==> src/rtl/pipe_stage_buf.sv <==
// Elastic DEPTH-entry buffer between two core pipeline stages, with synchronous flush.
// Optional zero-latency empty-buffer bypass is enabled by defining PIPE_BUF_BYPASS_EN.
module pipe_stage_buf #(
    parameter int BUS_W = 64,
    parameter int DEPTH = 2,
    localparam int CNT_W = $clog2(DEPTH + 1)
) (
    input  logic             clk,
    input  logic             resetn,
    input  logic             in_valid,
    input  logic [BUS_W-1:0] in_bus,
    output logic             in_allowin,
    output logic             out_valid,
    output logic [BUS_W-1:0] out_bus,
    input  logic             out_allowin,
    input  logic             flush,
    output logic [CNT_W-1:0] count
);

    localparam int PTR_W = (DEPTH > 1) ? $clog2(DEPTH) : 1;
    localparam logic [CNT_W-1:0] FULL_CNT = CNT_W'(DEPTH);
    localparam logic [PTR_W-1:0] LAST_PTR = PTR_W'(DEPTH - 1);

    logic [BUS_W-1:0] mem_q [DEPTH];
    logic [PTR_W-1:0] rd_ptr_q, rd_ptr_d;
    logic [PTR_W-1:0] wr_ptr_q, wr_ptr_d;
    logic [CNT_W-1:0] count_q, count_d;
    logic             held_valid;
    logic             push;
    logic             pop;
    logic             wr_en;

    // Pointers wrap explicitly so DEPTH need not be a power of two.
    function automatic logic [PTR_W-1:0] next_ptr(input logic [PTR_W-1:0] p);
        return (p == LAST_PTR) ? '0 : p + 1'b1;
    endfunction

    assign held_valid = (count_q != '0);
    assign in_allowin = (count_q < FULL_CNT) | out_allowin;
    assign push       = in_valid & in_allowin & ~flush;
    assign pop        = held_valid & out_allowin & ~flush;
    assign count      = count_q;

`ifdef PIPE_BUF_BYPASS_EN
    logic bypass;

    // An entry offered to an empty buffer is presented immediately; it is only
    // stored if downstream does not take it this cycle.
    assign bypass    = ~held_valid & in_valid & ~flush;
    assign out_valid = held_valid | bypass;
    assign out_bus   = bypass ? in_bus : mem_q[rd_ptr_q];
    assign wr_en     = push & ~(bypass & out_allowin);
`else
    assign out_valid = held_valid;
    assign out_bus   = mem_q[rd_ptr_q];
    assign wr_en     = push;
`endif

    always_comb begin
        rd_ptr_d = rd_ptr_q;
        wr_ptr_d = wr_ptr_q;
        count_d  = count_q;
        if (flush) begin
            rd_ptr_d = '0;
            wr_ptr_d = '0;
            count_d  = '0;
        end else begin
            if (wr_en) wr_ptr_d = next_ptr(wr_ptr_q);
            if (pop)   rd_ptr_d = next_ptr(rd_ptr_q);
            case ({wr_en, pop})
                2'b10:   count_d = count_q + 1'b1;
                2'b01:   count_d = count_q - 1'b1;
                default: count_d = count_q;
            endcase
        end
    end

    always_ff @(posedge clk or negedge resetn) begin
        if (!resetn) begin
            rd_ptr_q <= '0;
            wr_ptr_q <= '0;
            count_q  <= '0;
            for (int i = 0; i < DEPTH; i++) mem_q[i] <= '0;
        end else begin
            rd_ptr_q <= rd_ptr_d;
            wr_ptr_q <= wr_ptr_d;
            count_q  <= count_d;
            if (wr_en) mem_q[wr_ptr_q] <= in_bus;
        end
    end

endmodule
==> config.mk <==
export PLATFORM = sky130hd
export DESIGN_NAME = pipe_stage_buf
export DESIGN_NICKNAME = d
export VERILOG_FILES = /design/src/rtl/pipe_stage_buf.sv
export SDC_FILE = /design/constraint.sdc
export NUM_CORES = 1
export LEC_CHECK = 0
export CAP_MARGIN = 20
export CORE_MARGIN = 2
export CORE_UTILIZATION = 55
export CTS_BUF_LIST = sky130_fd_sc_hd__clkbuf_8
export CTS_CLUSTER_SIZE = 14
export DETAILED_ROUTE_END_ITERATION = 8
export PLACE_DENSITY = 0.88
export SYNTH_ARGS = -nofsm -noshare
export SYNTH_HDL_FRONTEND = slang
export SYNTH_SLANG_ARGS = --single-unit
==> constraint.sdc <==
create_clock -name clk -period 4.5 [get_ports clk]
set_input_delay 0.9 -clock clk [delete_from_list [all_inputs] [get_ports clk]]
set_output_delay 0.9 -clock clk [all_outputs]
set_load 0.02 [all_outputs]
# Word level (Yosys, flattened, before mapping)
# Cells that the tools add are included.
# classes
n_addsub,4
order_cmp,4
eq_ne,2
muxes,14
bitwise,8
reduce_logical,5
# ops
op,count
two-way mux 64 bit,4
bitwise mux 128 bit,1
demux 64 bit (select 1 bit),1
two-way mux 1 bit,6
nonzero test 2 bit,3
bitwise AND 1 bit,4
>= comparator 2 bit (second input constant),2
NOT 1 -> 2 bit,2
case mux 2 bit (2 select lines),1
nonzero test 3 bit,1
adder 1 bit (second input constant),2
adder 2 x 1 -> 2 bit (second input constant),1
equality test 2 x 1 -> 1 bit (second input constant),1
equality test 2 bit (second input constant),1
< comparator 2 x 1 -> 1 bit (second input constant),1
< comparator 2 bit (second input constant),1
two-way mux 2 bit,1
subtractor 2 x 1 -> 2 bit (second input constant),1
logical AND 1 bit,1
NOT 1 bit,1
OR 1 bit,1
# totals
regBits,132
in_bits,69
output_inout_bits,68
word_cells,42

# Depth between registers and ports, before layout
# Gate-level depths: netlist of the first run.
# depth
ltp_word,7
depth_mapped,6
mapped_depth_nobuf,4

# Worst setup path after synthesis of the first run
# No wires, ideal clock.
# synth_timing
path_type,flip-flop to output port
startpoint,register rd_ptr_q
endpoint,output out_bus[0]
t_arrival_ns,1.407
required_time_ns,3.600
slack_ns,2.193
stages_incl_launch_ff,4
n_path_buf,2
cell_sequence,dfrtp_1 > clkbuf_1 > clkbuf_1 > mux2_2
# synth_between
elab_chain_cells,4
# synth_lines
item,line,text
"start, declared",25,"logic [PTR_W-1:0] rd_ptr_q, rd_ptr_d;"
"start signal, assigned",85,rd_ptr_q <= rd_ptr_d;
NOT 1 -> 2 bit (implied by the code),55,assign out_bus = mem_q[rd_ptr_q];
two-way mux 64 bit (implied by the code) (3 in series),55,
"end, declared",14,"output logic [BUS_W-1:0] out_bus,"
# Every way passes these cells. The select of a mux whose other input is x is not followed.

# Worst setup path after layout of the first run
# layout_timing
startpoint,register rd_ptr_q
endpoint,output out_bus[52]
# The elaborated chain is that of the path after synthesis.

==> results.tsv, run 1 <==
metric	value	unit
place_area	7200	µm²
drive_above_1_share	43.8	%
core_area	10200	µm²
rows	37	
drtAntennaViolNets	0	
hold_depth	1	
avgViaCountPerCell	5.39	
syn_inst	367	
path_class	reg -> out	
ctsLongestPathBuffers	2	
ir_drop	0.000246	V
antenna_found_initial	0	
hold_viol	0	
post-cts-setup-buffer-count	0	
route.vias.total	3533	
synth_top_cell_by_area	dfrtp_1	
overflow	0	
portBuffers	136	
async_flop_share	100	%
worstSetupEndpointType	output pin	
gp_congestion	0.747	
dp_hpwl	7770	µm
final_nets	576	
synth_top_area_share	57.5	%
drv_slew	0	
cts-resized-gates	0	
pwr-share-comb	30.3	%
wl_met2	5870	µm
wire_per_inst	17.8	µm
hold_path_class	reg -> reg	
area_growth	31.3	%
max_freq	286	MHz
pre_cts_ws	1.19	ns
dr_wl_met3	857	µm
yosysUniqueCellTypes	22	
switching_share	29.2	%
power.leakage	3.13	nW
final_util	73.7	%
cts_tree	yes	
tightestPinTransition	0.896	ns
initial_core_util	56.1	%
cts_root_buffer	clkbuf_8	
p_switching	0.00104	W
grt_max_degree	71	
grt_use_total	22.2	%
worst-path-max-fanout	34	
fin_crit	3.50	ns
yosysMostFrequentCell	mux2_2	
die_h	106	µm
die_w	106	µm
syn-num-nets	436	
status	complete, no violations	
fin_skew	0.00678	ns
numCtsBuffers	17	
drc	0	
fin_hold_ws	0.491	ns
rsz0062_at_grt	no	
fin_ws	0.999	ns
maxCapViolations	0	
arrival	2.60	ns
p_int	0.00251	W
setup_viol	0	
period_share	77.8	%
io_pins	137	
clock_power_share	24.1	%
synthFlopType	dfrtp_1	
grt_pass1_vias	3989	
ys_warn_count	0	
dr.max_layer_used	met4	
reg2regPathDepth	5	
insertion_delay	0.44	ns
dr.pass1.iters	4	
wl	11700	µm
cp.required	3.60	ns
synth_commonest_cells	mux2_2 (187), dfrtp_1 (132), buf_2 (7), clkbuf_1 (7), buf_6 (6)	
wl_met1	4780	µm
relSlewSlack	40.3	%
dieArea	11300	µm²
final_cell_area	7540	µm²
power_density	469	nW/µm²
grt_pass1_wl	19300	µm
seqPwrFrac	45.6	%
setup_tns	0	ns
cts_hold_buf	0	
syn-mean-instance-area	15.7	µm²
cts_sinks	132	
drtIter0Drc	107	
num_antenna_cells	0	
syn_area	5740	µm²
ys_ff_latch	132	
ys_top_cells_by_area	dfrtp_1 (58%), mux2_2 (37%), buf_6 (1.2%)	
htreeDepth	4	
clk_pin_slew_worst_paths	0.07	ns
synth-edff-count	0	
ys_seq_area_share	57.5	%
critPathLaunchType	register	
layer usage:
layer | vias to the layer above | track usage [%]
met1 | 1808 | 26.6
li1 | 1603 | -
met3 | 15 | 8.28
met5 | - | 0
met2 | 107 | 36.9
met4 | 0 | 7.80
power by group through the flow:
| stage | Clock (W) | Combinational, W | Sequential, W |
|---|---|---|---|
| finish | 0.000853 | 0.00107 | 0.00161 |
| CTS | 0.000881 | 0.00109 | 0.00161 |
| global placement | 0 | 0.00105 | 0.00160 |
| detailed placement | 0 | 0.00108 | 0.00164 |
| floorplan | 0 | 0.000668 | 0.00158 |
| global route | 0.000931 | 0.00114 | 0.00165 |
through the flow:
step / instances / power, W
finish: 656 / 0.00354
detailed placement: 624 / 0.00272
global route: 656 / 0.00373
global placement: 624 / 0.00265
CTS: 656 / 0.00358
floorplan: 367 / 0.00224
final timing paths:
| kind | to | slack (ns) | startpoint |
|---|---|---|---|
| worst min register to register | mem_q[127] | 0.49 | mem_q[127] |
| worst min-delay path | mem_q[127] | 0.49 | mem_q[127] |
| worst max-delay path | out_bus[52] | 1.0 | rd_ptr_q |
| min in group asynchronous | mem_q[41] | 0.58 | resetn |
| worst max register to register | mem_q[56] | 2.30 | count[1] |
| max in group asynchronous | mem_q[31] | 2.91 | resetn |
placed cells by master (no fill, tap or decap), types with 2 or more instances in the layout:
master / n
mux2_2: 187
clkdlybuf4s50_1: 135
dfrtp_1: 131
clkbuf_8: 19
clkinv_2: 6
mux2_1: 5
buf_4: 5
clkinvlp_4: 4
nor2_1: 3
a21oi_1: 3
o21ai_0: 3
clkinv_4: 3
inv_1: 2
worst max-delay path: stages (launching register included):
cell             delay, ns
dfrtp_2               0.91
buf_12                0.31
mux2_2                0.36
clkdlybuf4s50_1       0.57
cells by family after synthesis:
kind of cell	synth area share, %
mux	37.8
buf+inv	2.37
flops	57.5
simple gates	1.39
compound gates	0.762
xor+xnor	0.153
registers in the layout (all words and copies together), names as in the netlist:
signal,count
mem_q,128
wr_ptr_q,1
rd_ptr_q,1
count,2
layout make-up:
type                    count  area [µm²]
clock buffers              19         262
clock inverters            13        86.3
fillers                   680        2690
inverters                   2        7.51
multi-input cells         213        2300
flip-flops and latches    132        3300
well taps                 136         170
repair buffers            141        1410
Note: power is estimated with default switching activity, not from simulation.
==> inputs of run 2 (changes only) <==
--- a/config.mk
+++ b/config.mk
@@ -7,11 +7,11 @@
 export LEC_CHECK = 0
 export CAP_MARGIN = 20
 export CORE_MARGIN = 2
-export CORE_UTILIZATION = 55
+export CORE_UTILIZATION = 47
 export CTS_BUF_LIST = sky130_fd_sc_hd__clkbuf_8
 export CTS_CLUSTER_SIZE = 14
 export DETAILED_ROUTE_END_ITERATION = 8
-export PLACE_DENSITY = 0.88
+export PLACE_DENSITY = 0.8
 export SYNTH_ARGS = -nofsm -noshare
 export SYNTH_HDL_FRONTEND = slang
 export SYNTH_SLANG_ARGS = --single-unit
==> constraint.sdc (replaced) <==
create_clock -name clk -period 3 [get_ports clk]
set_input_delay 0.6 -clock clk [delete_from_list [all_inputs] [get_ports clk]]
set_output_delay 0.6 -clock clk [all_outputs]
set_load 0.02 [all_outputs]
==> results.tsv, run 2 (synthesis results as in run 1) <==
metric	value	unit
drive_above_1_share	43.9	%
largest_register_ffs	128	
setup_viol	0	
fin_cells	671	
grt-busiest-layer	met2	
slowest_stage	clkdlybuf4s50_1	
switching_share	28.8	%
crit_path_frequent_cell	clkdlybuf4s50_1	
cp.required	2.40	ns
worstSetupEndpointType	output pin	
ctsLongestPathBuffers	2	
top_register	mem_q	
pwr-share-comb	30.8	%
antenna_found_initial	0	
portBuffers	136	
multi_input_area	2300	µm²
core_area	12000	µm²
cts_tree	yes	
drc	0	
globalRouteMet3Util	7.41	%
initial_core_util	48.0	%
io_pins	137	
power_density	697	nW/µm²
dp_hpwl	7900	µm
drtIter0Drc	120	
clk_pin_slew_worst_paths	0.07	ns
critical_path.top_delay_family	buffers and inverters	
overflow	0	
path_buf_inv	3	
period_share	89.3	%
path_class	in -> out	
grt_pass1_wl	19100	µm
worst-path-max-fanout	5	
hold_viol	0	
power.leakage	3.18	nW
wl	11600	µm
p_switching	0.00153	W
avgViaCountPerCell	5.25	
critPathLaunchType	primary input	
cts-resized-gates	0	
fin_crit	2.68	ns
die_w	115	µm
met1_usage	21.1	%
post-cts-setup-buffer-count	0	
wire_per_inst	17.2	µm
final-seq-area	3300	µm²
cts_root_buffer	clkbuf_8	
cts_hold_buf	0	
fin_hold_ws	0.0637	ns
final_cell_mix	mux2_2 (187), clkdlybuf4s50_1 (135), dfrtp_1 (131), clkbuf_8 (20), clkinv_2 (7)	
dp_cells	639	
htreeDepth	4	
drv_slew	0	
dr.pass1.iters	3	
dieArea	13100	µm²
die_h	115	µm
cpPeakStageDelay	0.60	ns
hold_path_class	in -> async	
maxCapViolations	0	
cts_sinks	132	
final_common_cell	mux2_2	
area_growth	32.6	%
numCtsBuffers	17	
final_util	63.7	%
relSlewSlack	70.5	%
tightestPinTransition	0.443	ns
clock_power_share	23.9	%
path_cells	clkdlybuf4s50_1, and2b_1, inv_1, clkdlybuf4s50_1	
p_int	0.00378	W
final_nets	580	
insertion_delay	0.43	ns
gp_congestion	0.791	
fin_skew	0.00734	ns
seqPwrFrac	45.3	%
grt_pass1_vias	3918	
rows	40	
grt_max_degree	51	
met2_usage	32.0	%
cp-startpoint	out_allowin	
rsz0062_at_grt	no	
fillers	922	
setup_tns	0	ns
max_freq	373	MHz
r2r_start	count[1]	
drtAntennaViolNets	0	
arrival	2.08	ns
place_area	7280	µm²
final_cell_area	7620	µm²
status	complete, no violations	
route.vias.total	3523	
num_antenna_cells	0	
grt_use_total	19.0	%
ir_drop	0.000459	V
run 2: changes by cell type in the layout (fill, tap and decap cells not counted), sizes merged:
cell	before	now
clkinv	9	7
clkbuf	19	20
inv	2	4
clkinvlp	4	3
buf	6	10
run 2: through the flow:
stage                     power [W]  worst slack [ns]
after floorplan             0.00337             0.993
after global placement      0.00400             0.358
after detailed placement    0.00408             0.328
after CTS                   0.00538             0.311
after global routing        0.00559             0.255
final                       0.00531             0.321
run 2: power by group through the flow:
stage	logic, W	clock network, W	registers (W)
6_report	0.00163	0.00127	0.00240
5_1_grt	0.00174	0.00139	0.00246
4_1_cts	0.00166	0.00131	0.00241
3_5_place_dp	0.00164	0	0.00244
3_3_place_gp	0.00160	0	0.00239
2_1_floorplan	0.00100	0	0.00237
run 2: cell type report:
type,count,share of cell area [%]
Inverter,2,0.0986
Multi-Input combinational cell,213,30.3
Tap cell,147,2.41
Sequential cell,132,43.4
Clock inverter,12,0.854
Clock buffer,20,3.61
Timing Repair Buffer,145,19.4
run 2: final timing paths:
kind,slack (ns),endpoint,cells past startpoint
worst min register to register,0.49,mem_q[127],1
worst min-delay path,0.06,mem_q[79],1
max in group asynchronous,2.15,rd_ptr_q,2
worst max-delay path,0.32,in_allowin,4
min in group clk,0.49,mem_q[127],1
worst max register to register,1.20,mem_q[19],5
run 2: metal layers:
metal / share of wire (%) / routed length, µm
met2: 50 / 5760
met1: 40 / 4630
met3: 7.6 / 876
met4: 2.5 / 292
met5: 0 / 0
